--- src/rtl/buzzer_tone_gen.sv ---
// rtl/buzzer_tone_gen.sv - glitch-free square-wave tone generator for the board buzzer
//
// Purpose:
//   Converts a note code and octave into a square wave. A new note or octave
//   is adopted only on a half-period boundary, so the speaker never glitches.
//   Every adoption (including falling silent) is flagged by a one-cycle pulse.
//
// Ports:
//   clk       in   system clock
//   reset     in   synchronous, active-high reset
//   tone_en   in   0 = mute request (treated as note 0)
//   note      in   [3:0] 0 = rest, 1..7 = do..si, 8..15 = rest
//   octave    in   [1:0] 0 = low, 1 = middle, 2/3 = high
//   speaker   out  square-wave drive
//   active    out  1 while playing
//   note_ack  out  one-cycle pulse when a note/octave/rest is adopted
//   cur_note  out  [3:0] note currently sounding (0 when silent)

module buzzer_tone_gen #(
  parameter int CLK_HZ = 100_000_000,
  parameter int CNT_W  = 20
) (
  input  logic       clk,
  input  logic       reset,
  input  logic       tone_en,
  input  logic [3:0] note,
  input  logic [1:0] octave,
  output logic       speaker,
  output logic       active,
  output logic       note_ack,
  output logic [3:0] cur_note
);

  // Low-octave half period in clock cycles for a frequency given in centi-Hz.
  function automatic logic [CNT_W-1:0] half_period(input logic [63:0] f_chz);
    logic [63:0] q;
    q = (64'(CLK_HZ) * 64'd50) / f_chz;
    return q[CNT_W-1:0];
  endfunction

  localparam logic [CNT_W-1:0] H1 = half_period(64'd13081);
  localparam logic [CNT_W-1:0] H2 = half_period(64'd14683);
  localparam logic [CNT_W-1:0] H3 = half_period(64'd16481);
  localparam logic [CNT_W-1:0] H4 = half_period(64'd17461);
  localparam logic [CNT_W-1:0] H5 = half_period(64'd19600);
  localparam logic [CNT_W-1:0] H6 = half_period(64'd22000);
  localparam logic [CNT_W-1:0] H7 = half_period(64'd24694);

  // Requests are compared as {note, octave}; rest is all zeros, which no
  // playable note can produce because playable notes are nonzero.
  localparam logic [5:0] REST = 6'd0;

  typedef enum logic {SILENT, PLAY} state_t;

  state_t           state_q, state_d;
  logic [CNT_W-1:0] cnt_q, cnt_d;
  logic [CNT_W-1:0] heff_q, heff_d;
  logic [5:0]       req_q, req_d;
  logic             speaker_q, speaker_d;
  logic             ack_q, ack_d;
  logic [3:0]       cur_note_q, cur_note_d;

  logic             req_valid;
  logic [5:0]       req;
  logic [CNT_W-1:0] h_base;
  logic [1:0]       oct_sh;
  logic [CNT_W-1:0] heff_req;
  logic             boundary;

  assign req_valid = tone_en && (note >= 4'd1) && (note <= 4'd7);
  assign req       = req_valid ? {note, octave} : REST;

  always_comb begin
    h_base = H1;
    case (note)
      4'd2:    h_base = H2;
      4'd3:    h_base = H3;
      4'd4:    h_base = H4;
      4'd5:    h_base = H5;
      4'd6:    h_base = H6;
      4'd7:    h_base = H7;
      default: h_base = H1;
    endcase
  end

  // Octaves 2 and 3 both map to the highest octave.
  assign oct_sh   = octave[1] ? 2'd2 : octave;
  assign heff_req = h_base >> oct_sh;
  assign boundary = (cnt_q == heff_q - 1'b1);

  always_comb begin
    state_d    = state_q;
    cnt_d      = cnt_q;
    heff_d     = heff_q;
    req_d      = req_q;
    speaker_d  = speaker_q;
    ack_d      = 1'b0;
    cur_note_d = cur_note_q;
    case (state_q)
      SILENT: begin
        cnt_d     = '0;
        speaker_d = 1'b0;
        if (req != REST) begin
          state_d    = PLAY;
          req_d      = req;
          heff_d     = heff_req;
          speaker_d  = 1'b1;
          ack_d      = 1'b1;
          cur_note_d = note;
        end
      end
      PLAY: begin
        if (boundary) begin
          cnt_d = '0;
          if (req == req_q) begin
            speaker_d = ~speaker_q;
          end else if (req != REST) begin
            // New half-period length applies to the level that starts now.
            req_d      = req;
            heff_d     = heff_req;
            speaker_d  = ~speaker_q;
            ack_d      = 1'b1;
            cur_note_d = note;
          end else begin
            state_d    = SILENT;
            req_d      = REST;
            speaker_d  = 1'b0;
            ack_d      = 1'b1;
            cur_note_d = 4'd0;
          end
        end else begin
          cnt_d = cnt_q + 1'b1;
        end
      end
      default: state_d = SILENT;
    endcase
  end

  always_ff @(posedge clk) begin
    if (reset) begin
      state_q    <= SILENT;
      cnt_q      <= '0;
      heff_q     <= '0;
      req_q      <= REST;
      speaker_q  <= 1'b0;
      ack_q      <= 1'b0;
      cur_note_q <= 4'd0;
    end else begin
      state_q    <= state_d;
      cnt_q      <= cnt_d;
      heff_q     <= heff_d;
      req_q      <= req_d;
      speaker_q  <= speaker_d;
      ack_q      <= ack_d;
      cur_note_q <= cur_note_d;
    end
  end

  assign speaker  = speaker_q;
  assign active   = (state_q == PLAY);
  assign note_ack = ack_q;
  assign cur_note = cur_note_q;

endmodule

--- config.mk ---
export PLATFORM = sky130hd
export DESIGN_NAME = buzzer_tone_gen
export DESIGN_NICKNAME = d
export VERILOG_FILES = /design/src/rtl/buzzer_tone_gen.sv
export SDC_FILE = /design/constraint.sdc
export NUM_CORES = 1
export LEC_CHECK = 0
export CORE_MARGIN = 2
export CORE_UTILIZATION = 27
export DETAILED_ROUTE_END_ITERATION = 6
export GPL_ROUTABILITY_DRIVEN = 0
export PLACE_DENSITY = 0.48
export SETUP_SLACK_MARGIN = 0.4
export SKIP_CTS_REPAIR_TIMING = 1
export SYNTH_ARGS = -nofsm -noshare
export SYNTH_HDL_FRONTEND = slang
export SYNTH_SLANG_ARGS = --single-unit
--- constraint.sdc ---
create_clock -name clk -period 10 [get_ports clk]
set_clock_uncertainty 0.15 [all_clocks]
set_input_delay 1.5 -clock clk [delete_from_list [all_inputs] [get_ports clk]]
set_output_delay 1.5 -clock clk [all_outputs]
set_load 0.02 [all_outputs]
# Yosys cells after proc, flatten, opt, wreduce, memory -nomap -nowiden
# Cells that the tools add are included.
[classes]
n_reduce_logical = 5
magnitude_cmp = 2
n_shift = 1
bitwise_logic = 2
add_sub_neg = 2
n_eq_ne = 11
mux = 30
[ops]
columns = ["cell", "n"]
rows = [
  ["19-bit one-hot mux with 6 select lines", 1],
  ["20-bit 2-to-1 mux", 4],
  ["20-bit one-hot mux with 2 select lines", 2],
  ["6-bit 2-to-1 mux", 5],
  ["20-bit by 1-bit adder with 20-bit output, second input constant", 1],
  ["20-bit equality test", 1],
  ["20-bit by 2-bit >> shifter with 20-bit output", 1],
  ["20-bit by 1-bit subtractor with 20-bit output, second input constant", 1],
  ["4-bit by 3-bit equality test with 1-bit output, second input constant", 4],
  ["4-bit 2-to-1 mux", 4],
  ["6-bit one-hot mux with 2 select lines", 1],
  ["4-bit by 2-bit equality test with 1-bit output, second input constant", 2],
  ["1-bit 2-to-1 mux", 8],
  ["4-bit one-hot mux with 2 select lines", 1],
  ["6-bit equality test", 1],
  ["1-bit one-hot mux with 2 select lines", 3],
  ["6-bit nonzero test", 1],
  ["4-bit by 1-bit greater-or-equal comparator with 1-bit output, second input constant", 1],
  ["4-bit by 3-bit less-or-equal comparator with 1-bit output, second input constant", 1],
  ["2-bit != test, second input constant", 2],
  ["3-bit AND reduction", 1],
  ["1-bit logical AND", 2],
  ["2-bit 2-to-1 mux", 1],
  ["2-bit by 1-bit != test with 1-bit output, second input constant", 1],
  ["2 further kinds", 3],
]
[totals]
inputBits = 9
register_bits = 53
elab_cells = 60

# Depth between registers and ports, before layout
# Gate-level depths: netlist of the first run.
[depth]
word_depth = 9
mapped_depth = 12
mapped_depth_nobuf = 10

# Worst setup path after synthesis of the first run
# OpenSTA, ideal clock, no wires.
[synth_timing]
kind = "input-to-reg"
start = "input port note[2]"
end = "register cur_note_q[1] (netlist: cur_note[1])"
path_slack_ns = 6.294
arrival_time_ns = 3.428
cell_stages = 8
setup_time_ns = 0.128
path_buffers = 1
path_cell_list = "o31ai_1 nor2_1 o32a_1 or3_1 a41oi_2 buf_4 mux2i_1 nor2_1"
[synth_between]
elab_chain_cells = 9
elab_cells_between_ends = 14
[synth_lines]
columns = ["element", "line_no", "text"]
rows = [
  ["start, declared", "26", "input logic [3:0] note,"],
  ["4-bit by 1-bit greater-or-equal comparator with 1-bit output", "70", "assign req_valid = tone_en && (note >= 4'd1) && (note <= 4'd7);"],
  ["1-bit logical AND (2 in series)", "70", ""],
  ["6-bit 2-to-1 mux *", "71", "assign req = req_valid ? {note, octave} : REST;"],
  ["6-bit nonzero test", "103, 117", ""],
  ["4-bit 2-to-1 mux", "117", "end else if (req != REST) begin"],
  ["4-bit 2-to-1 mux", "115", "if (req == req_q) begin"],
  ["4-bit 2-to-1 mux", "113", "if (boundary) begin"],
  ["4-bit one-hot mux with 2 select lines", "99", "case (state_q)"],
  ["end signal, assigned", "155", "cur_note_q <= cur_note_d;"],
  ["end, declared", "61", "logic [3:0] cur_note_q, cur_note_d;"],
]
# Mark *: on every way between the ends. The rest lies on a longest branch, timed or not. The select of a mux whose other input is x is not followed.
# A chain may end at the register's enable or synchronous reset.

# Worst setup path after layout of the first run
[layout_timing]
start = "input port octave[1]"
end = "register req_q[4]"
[layout_between]
elab_chain_cells = 6
elab_cells_between_ends = 10
[layout_lines]
columns = ["element", "line_no", "text"]
rows = [
  ["start, declared", "27", "input logic [1:0] octave,"],
  ["6-bit 2-to-1 mux *", "71", ""],
  ["6-bit nonzero test", "103, 117", ""],
  ["6-bit 2-to-1 mux", "117", ""],
  ["6-bit 2-to-1 mux", "115", ""],
  ["6-bit 2-to-1 mux", "113", ""],
  ["6-bit one-hot mux with 2 select lines", "99", ""],
  ["end signal, assigned", "152", "req_q <= req_d;"],
  ["end, declared", "58", "logic [5:0] req_q, req_d;"],
]
# Marked as above.

==> impl_results.md, run 1 <==
- FFs w/ async S/R, synth: 0
- Start point of the worst hold path: req_q[5]
- Setup_tns: 0 ns
- Tightest Pin Transition: 0.852 ns
- H-Tree Depth: 2
- PwrDens: 141 nW/µm²
- DR pass1 iterations: 4
- Worst-path fanout max: 22
- Post-Place Cells: 615
- Ports: 16
- Initial cell density of the core: 0.277
- Clock slew at reported path FFs: 0.08 ns
- Crit. End Element: flop
- Number of unique standard cell types used by synthesis: 67
- Hold Fails Final Rpt: 0
- DRC viols: 0
- Final setup violation count: 0
- Max_cap viols: 0
- Rel. slew slack: 0.430
- Critical path's slowest cell: clkdlybuf4s50_1
- Hold Crit Class: reg -> reg
- Critical path cell sequence: clkdlybuf4s50_1, inv_1, nor4b_1, a31oi_1, o32a_1, or3_1, a41oi_2, mux2i_1, nor2_1
- CTS tree: done
- Status: finished, final reports clean
- Worst Path Class, Setup: in -> reg
- Final Cell Area: 3910 µm²
- RSZ-0062 raised after global routing: false
- Clock latency on the worst-skew pair: 0.30 ns
- Die Ht: 118 µm
- All-layer global routing usage: 0.136
- Reg2reg start: heff_q[0]
- Grt ovf: 0
- Min Hold Slack: 0.338 ns
- Hold path cells: 1
- Util after Layout: 0.310
- Largest area contributor in the netlist: dfxtp_1
- Worst path arrival time: 4.89 ns
- CP Launch Type: input port
- Row count: 41
- Clock sink count: 52
- Top FF cell, synth: dfxtp_1
- Count leader, synth: nor2_1
- Fin. max-slew vios: 0
- Iteration-0 DRC Markers: 180
- Final WL: 9290 µm
- Synth top cells by count: nor2_1 (67), dfxtp_1 (52), a21oi_1 (39), nand2_1 (35), xnor2_1 (24)
- Worst VDD drop: 0.0638 mV
- Area Overhead vs Synth: 11.8%
- Final period util: 0.486
- Placement Cell Area: 3730 µm²
- Largest net degree at the start of global routing: 34
- Minimum clock period: 4.86 ns
- Nets: 461
- Mapped cell area: 3490 µm²
- Top cells by area, synth: dfxtp_1 (30%), nor2_1 (7.2%), xnor2_1 (6.0%)
- Area of the multi-input gates: 2280 µm²
- Vias per cell: 5.22
- Total core area: 12600 µm²
- CP peak stage delay: 1.01 ns
- Number of flops mapped to enable cells by yosys: 0
- I/O Buffers: 15
- Warning count from the yosys run: 0
- Avg Cell Area, Syn: 7.63 µm²
- Clock buffer depth: 2
- P_leak: 1.34 nW
- Diode count: 0
- Reg2reg end: req_q[1]
- Synth Register Bits: 52
- Share of cells above drive strength 1: 0.0599
- Worst Hold End: req_q[5]
- Final cell count without fillers: 623
- First-pass GRT wire length: 15700 µm
- Critical Path RT: 10.03 ns
- Fillers: 1391
- Worst Reg2Reg Path Length in Cells: 9
- CTS Buf Count: 5
- Fmax: 206 MHz
- Drt wl/cell: 14.9 µm
- Register area: 1040 µm²
- R2R setup slack: 6.20 ns
- CP top delay family: buffers and inverters
- Die area: 13900 µm²
- Root Buffer: clkbuf_16
- Yosys top cell area share: 0.298
- Bufs and invs on worst path: 2
- Vias: 3255
- Detailed placement HPWL: 6760 µm
- Register area share after synthesis: 0.298
- Number of nets with antenna violations after routing: 0
- Gate Count Post-Synth: 458
- Vias in the first global route: 3042
- Initial antenna violation count: 0
- Die Width: 118 µm
- Net count after synthesis: 469
## power by group
part           switching, W  leakage (nW)  total, W  internal, W
clock             0.0000808        0.0804  0.000200     0.000119
combinational     0.0000793         0.835  0.000129    0.0000494
sequential       0.00000988         0.422  0.000224     0.000214
total              0.000170          1.34  0.000552     0.000382
## metal layers
metal  part of all wire  up-vias  global-route usage
li1                   -     1653                   -
met1               0.51     1500               0.198
met2               0.43       94               0.208
met3              0.046        8              0.0223
met4              0.013        0              0.0354
met5                  0        -                   0
## registers in the layout, indices dropped and copies added, names as in the netlist
name,cells
active,1
req_q,6
cnt_q,20
speaker,1
heff_q,19
note_ack,1
cur_note,4
## cell families (layout without fill, tap and decap cells)
kind of cell / after synthesis / in the layout / share of synthesized area
and+or+nand+nor: 183 / 183 / 0.263
AOI/OAI and AO/OA: 131 / 131 / 0.261
DFF: 52 / 52 / 0.298
buffers and inverters: 43 / 36 / 0.0505
xor gates and xnor gates: 41 / 41 / 0.103
muxes: 6 / 6 / 0.0172
adders and majority gates: 2 / 2 / 0.00716
## worst max path at each step
stage	start	to	cells past startpoint
final	octave[1]	req_q[4]	9
after global routing	note[0]	req_q[2]	8
after CTS	note[0]	cur_note[2]	8
after detailed placement	note[0]	req_q[2]	8
after global placement	note[0]	cur_note[2]	8
after floorplan	note[2]	cur_note[1]	8
## cells in the final DEF, fill, tap and decap left out, drive strengths merged, types with 5 or more instances in the layout
cell / Yosys / final
nand3: 7 / 7
dfxtp: 52 / 52
and3: 8 / 8
a21oi: 39 / 39
o21ai: 21 / 21
a211oi: 9 / 9
or4: 5 / 5
o41ai: 5 / 5
a31o: 6 / 6
xor2: 17 / 17
clkbuf: 21 / 5
nand4: 7 / 7
clkdlybuf4s50: 0 / 15
nor3: 11 / 11
xnor2: 24 / 24
nor2: 67 / 67
or3: 6 / 6
inv: 11 / 12
nor4: 11 / 11
mux2i: 6 / 6
nand2b: 5 / 5
nand2: 37 / 37
and2: 6 / 6
## through the flow
stage,power [W],worst slack (ns)
floorplan,0.000326,6.29
global placement,0.000355,4.97
detailed placement,0.000356,4.81
CTS,0.000558,5.14
global route,0.000581,4.72
finish,0.000552,5.14
## final cells by class
cell class,instances,area share
clock inverter,3,0.0119
timing repair buffer,16,0.0404
tap,172,0.0551
clock buffer,5,0.0320
multi-input combinational,363,0.583
inverter,12,0.0115
sequential,52,0.266
Power figures use the tool's default switching activity.
==> run 2: changes to the inputs <==
- PLACE_DENSITY: 0.48 -> 0.49
- clock period: 10 -> 4.3 ns (I/O delays scaled with it)
==> impl_results.md, run 2 (synthesis gave the netlist of run 1 again) <==
- Status: finished, final reports clean
- Setup_tns: 0 ns (unchanged)
- Grt ovf: 0 (unchanged)
- Most frequent cells in the layout: nor2_1 (66), dfxtp_1 (52), a21oi_1 (39)
- Clock latency on the worst-skew pair: 0.30 ns (about the same)
- Nets: 471 (+2.2%)
- Largest net degree at the start of global routing: 34 (unchanged)
- Largest register FFs: 20 (unchanged)
- Fmax: 274 MHz
- P_leak: 1.38 nW (+3.3%)
- Hold Fails Final Rpt: 0 (unchanged)
- Largest regs: cnt_q: 20 flops, heff_q: 19 flops, req_q: 6 flops
- Die area: 13900 µm² (unchanged)
- Die Width: 118 µm (unchanged)
- PwrDens: 314 nW/µm² (+120%)
- Crit path to: heff_q[18]
- Row count: 41 (unchanged)
- Die Ht: 118 µm (unchanged)
- Worst path arrival time: 3.70 ns (-1.19 ns)
- All-layer global routing usage: 0.137 (+0.000427)
- H-Tree Depth: 2 (unchanged)
- Detailed placement HPWL: 6980 µm (+3.2%)
- RSZ-0062 raised after global routing: true
- Worst-path fanout max: 11 (-50%)
- Critical path cell sequence: inv_1, ha_1, or4b_2, o41ai_1, o2111ai_1, nor4_4, a21bo_2, nand2_4, o41ai_1
- R2R setup slack: 0.65 ns (-5.55 ns)
- Max_cap viols: 0 (unchanged)
- Area Overhead vs Synth: 13.6%
- Clock slew at reported path FFs: 0.08 ns (about the same)
- Final Cell Area: 3970 µm² (+1.6%)
- Initial antenna violation count: 0 (unchanged)
- I/O Buffers: 15 (unchanged)
- Drt wl/cell: 14.8 µm (-0.45%)
- Worst Path Class, Setup: reg -> reg
- Reg2reg start: heff_q[0]
- Final cell count without fillers: 633 (+1.6%)
- First-pass GRT wire length: 15700 µm (-0.13%)
- Number of nets with antenna violations after routing: 0 (unchanged)
- Share of cells above drive strength 1: 0.0824 (+0.0226)
- Final WL: 9400 µm (+1.2%)
- Worst Reg2Reg Path Length in Cells: 9 (unchanged)
- Vias per cell: 5.35 (+2.5%)
- Vias: 3389 (+4.1%)
- Clock buffer depth: 2 (unchanged)
- Final period util: 0.848
- Iteration-0 DRC Markers: 364 (+100%)
- Fin. max-slew vios: 0 (unchanged)
- Fillers: 1403 (+0.86%)
- Worst VDD drop: 0.162 mV (+150%)
- CTS tree: done
- Crit. End Element: flop
- Root Buffer: clkbuf_16
- Rel. slew slack: 0.484 (+0.0535)
- CP most frequent cell: o41ai_1
- Final setup violation count: 0 (unchanged)
- Reg2reg end: heff_q[18]
- Placement Cell Area: 3810 µm² (+2.0%)
- Vias in the first global route: 3039 (-0.099%)
- CTS Buf Count: 5 (unchanged)
- Leading cell type in the layout, fill and taps excluded: nor2_1
- Minimum clock period: 3.65 ns
- CP startpoint: heff_q[0]
- Ports: 16 (unchanged)
- Hold Crit Class: reg -> reg
- DR pass1 iterations: 5 (+1)
- Critical Path RT: 4.35 ns (-5.68 ns)
- Diode count: 0 (unchanged)
- Largest Register: cnt_q
- Clock sink count: 52 (unchanged)
- Tightest Pin Transition: 0.768 ns (-0.0847 ns)
- Start point of the worst hold path: cur_note[3]
- Critical path's slowest cell: or4b_2
- CP peak stage delay: 0.72 ns (-0.29 ns)
- Post-Place Cells: 625 (+1.6%)
- DRC viols: 0 (unchanged)
- Total core area: 12600 µm² (unchanged)
- Initial cell density of the core: 0.277 (unchanged)
- CP Launch Type: flop
-- run 2: area by class of cell --
cell class                      instances  area (µm²)  area share
Multi-Input combinational cell        363        2290       0.576
Clock buffer                            5         125      0.0315
Tap cell                              172         215      0.0542
Sequential cell                        52        1040       0.262
Timing Repair Buffer                   26         233      0.0587
Clock inverter                          3        22.5     0.00568
Inverter                               12        45.0      0.0114
-- run 2: worst min-delay path by stage --
stage / end / depth (start not counted)
2_1_floorplan: req_q[5] / 1
3_5_place_dp: req_q[5] / 1
5_1_grt: req_q[5] / 1
6_report: cur_note[3] / 1
4_1_cts: cur_note[3] / 1
3_3_place_gp: req_q[5] / 1
-- run 2: critical path: cells and delay by family (launching register included) --
family,cells,cell delay [ns]
compound gates,4,1.52
fa+ha+maj,1,0.23
buf+inv,1,0.10
flops,1,0.35
simple gates,3,1.20
-- run 2: power by group --
group | internal (W) | switching, W
clock | 0.000219 | 0.000196
combinational | 0.000122 | 0.000187
sequential | 0.000497 | 0.0000238
total | 0.000837 | 0.000407
-- run 2: through the flow --
step           hold WS (ns)  power (W)  utilization  worst slack (ns)
2_1_floorplan         0.293   0.000757            -              1.15
3_3_place_gp          0.314   0.000835        0.302             0.673
3_5_place_dp          0.313   0.000835        0.302             0.554
4_1_cts               0.338    0.00125        0.314             0.528
5_1_grt               0.352    0.00131        0.314             0.367
6_report              0.336    0.00124        0.314             0.652
-- run 2: metal layers --
layer | track usage | wire length [µm]
met4 | 0.0422 | 194
met5 | 0 | 0
met1 | 0.196 | 4600
met3 | 0.0233 | 477
met2 | 0.208 | 4130
==> run 3: changes to the inputs <==
- clock period: 4.3 -> 3.2 ns (I/O delays scaled with it)
==> impl_results.md, run 3 (synthesis gave the netlist of run 1 again) <==
- Status: finished, final reports clean
- Worst path arrival time: 3.23 ns (-0.47 ns)
- Max_cap viols: 0 (unchanged)
- R2R setup slack: 0.02 ns (-0.63 ns)
- Vias: 3499 (+3.2%)
- Met3 Use GR: 0.0262 (+0.00291)
- Min Hold Slack: 0.339 ns (+0.00324 ns)
- Detailed placement HPWL: 7310 µm (+4.8%)
- Initial antenna violation count: 0 (unchanged)
- Final period util: 0.993 (+0.144)
- P_leak: 1.62 nW (+18%)
- Area of the multi-input gates: 2470 µm² (+8.2%)
- Diode count: 0 (unchanged)
- Share of cells above drive strength 1: 0.209 (+0.127)
- Nets: 508 (+7.9%)
- Minimum clock period: 3.18 ns (-0.471 ns)
- CTS tree: done
- Worst VDD drop: 0.238 mV (+47%)
- Clock slew at reported path FFs: 0.07 ns (about the same)
- Hold Fails Final Rpt: 0 (unchanged)
- GRT met1 Usage: 0.208 (+0.0116)
- Post-Place Cells: 658 (+5.3%)
- Drt wl/cell: 15.4 µm (+3.4%)
- Root Buffer: clkbuf_16
- Worst Hold End: cur_note[3]
- Die Ht: 118 µm (unchanged)
- Reg2reg start: heff_q[10]
- H-Tree Depth: 2 (unchanged)
- Vias in the first global route: 3216 (+5.8%)
- Largest regs: cnt_q: 20 flops, heff_q: 19 flops, req_q: 6 flops
- Clock sink count: 52 (unchanged)
- CTS Buf Count: 5 (unchanged)
- PwrDens: 434 nW/µm² (+38%)
- Initial cell density of the core: 0.277 (unchanged)
- Worst-path fanout max: 6 (-5)
- Crit. End Element: flop
- Clock latency on the worst-skew pair: 0.30 ns (about the same)
- Rel. slew slack: 0.605 (+0.122)
- I/O Buffers: 15 (unchanged)
- Largest Register: cnt_q
- Util after Layout: 0.356 (+0.0417)
- CP Launch Type: flop
- Start point of the worst hold path: cur_note[3]
- Reg2reg end: speaker
- Hold path cells: 1 (unchanged)
- Final WL: 10300 µm (+9.3%)
- Vias per cell: 5.23 (-2.3%)
- Worst Path Class, Setup: reg -> reg
- RSZ-0062 raised after global routing: true
- Met2 usage: 0.222 (+0.0138)
- Final setup violation count: 0 (unchanged)
- Largest register FFs: 20 (unchanged)
- Hold Crit Class: reg -> reg
- Clock buffer depth: 2 (unchanged)
- Fmax: 315 MHz (+15%)
- Die area: 13900 µm² (unchanged)
- Ports: 16 (unchanged)
- Register area: 1050 µm² (+0.48%)
- Worst Reg2Reg Path Length in Cells: 9 (unchanged)
- Fin. max-slew vios: 0 (unchanged)
- GR peak layer: met2
- Fillers: 1363 (-2.9%)
- Tightest Pin Transition: 0.585 ns (-0.183 ns)
- Area Overhead vs Synth: 28.7%
- DR pass1 iterations: 6 (+1)
- Total core area: 12600 µm² (unchanged)
- Critical Path RT: 3.26 ns (-1.09 ns)
- All-layer global routing usage: 0.143 (+0.00661)
- First-pass GRT wire length: 16500 µm (+4.9%)
- DRC viols: 0 (unchanged)
- Iteration-0 DRC Markers: 255 (-30%)
- Most frequent cells in the layout: nor2_1 (66), dfxtp_1 (48), buf_4 (45)
- Grt ovf: 0 (unchanged)
- Leading cell type in the layout, fill and taps excluded: nor2_1
- Row count: 41 (unchanged)
- Die Width: 118 µm (unchanged)
- Final cell count without fillers: 669 (+5.7%)
- Number of nets with antenna violations after routing: 0 (unchanged)
- Largest net degree at the start of global routing: 23 (-32%)
==> run 3: cell types whose count changed in the layout (fill, tap and decap cells not counted), sizes merged <==
| cell | before | now |
|---|---|---|
| buf | 11 | 48 |
| bufinv | 0 | 2 |
| clkinv | 3 | 1 |
| inv | 12 | 11 |
==> run 3: per-stage QoR <==
step | TNS [ns] | setup WS (ns) | cell area, µm² | total power, W
6_report | 0 | 0.0229 | 4490 | 0.00195
5_1_grt | -0.867 | -0.101 | 4490 | 0.00205
4_1_cts | -3.95 | -0.140 | 4300 | 0.00189
3_5_place_dp | -0.442 | -0.0324 | 4110 | 0.00120
3_3_place_gp | 0 | 0.0197 | 4110 | 0.00119
2_1_floorplan | 0 | 0.209 | 3570 | 0.00105
==> run 3: report_power, final <==
part	internal (W)	total (W)	switching, W	leakage [nW]
combinational	0.000250	0.000566	0.000315	1.11
sequential	0.000668	0.000689	0.0000208	0.423
clock	0.000444	0.000694	0.000250	0.0899
total	0.00136	0.00195	0.000586	1.62
==> run 3: area by class of cell <==
type                            count  share of cell area
Timing Repair Buffer               63               0.118
Clock inverter                      2              0.0134
Multi-Input combinational cell    363               0.550
Inverter                           12              0.0100
Sequential cell                    52               0.233
Tap cell                          172              0.0479
Clock buffer                        5              0.0278
==> run 3: critical path: stages (launching register included) <==
cell and delay, ns:
dfxtp_2 0.32, or3_4 0.42, or4b_4 0.52, a2111oi_4 0.41, o22ai_2 0.14, nor4_4 0.28, buf_4 0.19, nand2_1 0.08
or4_1 0.48, o311ai_1 0.09
==> run 3: worst max path at each step <==
stage | from | to | slack [ns]
2_1_floorplan | heff_q[10] | req_q[0] | 0.21
3_3_place_gp | heff_q[10] | heff_q[12] | 0.02
3_5_place_dp | heff_q[10] | cnt_q[4] | -0.03
4_1_cts | heff_q[10] | cnt_q[18] | -0.14
5_1_grt | heff_q[10] | heff_q[18] | -0.10
6_report | heff_q[10] | speaker | 0.02
==> run 3: metal layers <==
metal  routed length, µm  vias to the layer above
met5                   0                        -
met4                 222                        0
met3                 377                       16
met2                4660                       78
met1                5020                     1657
li1                    -                     1748
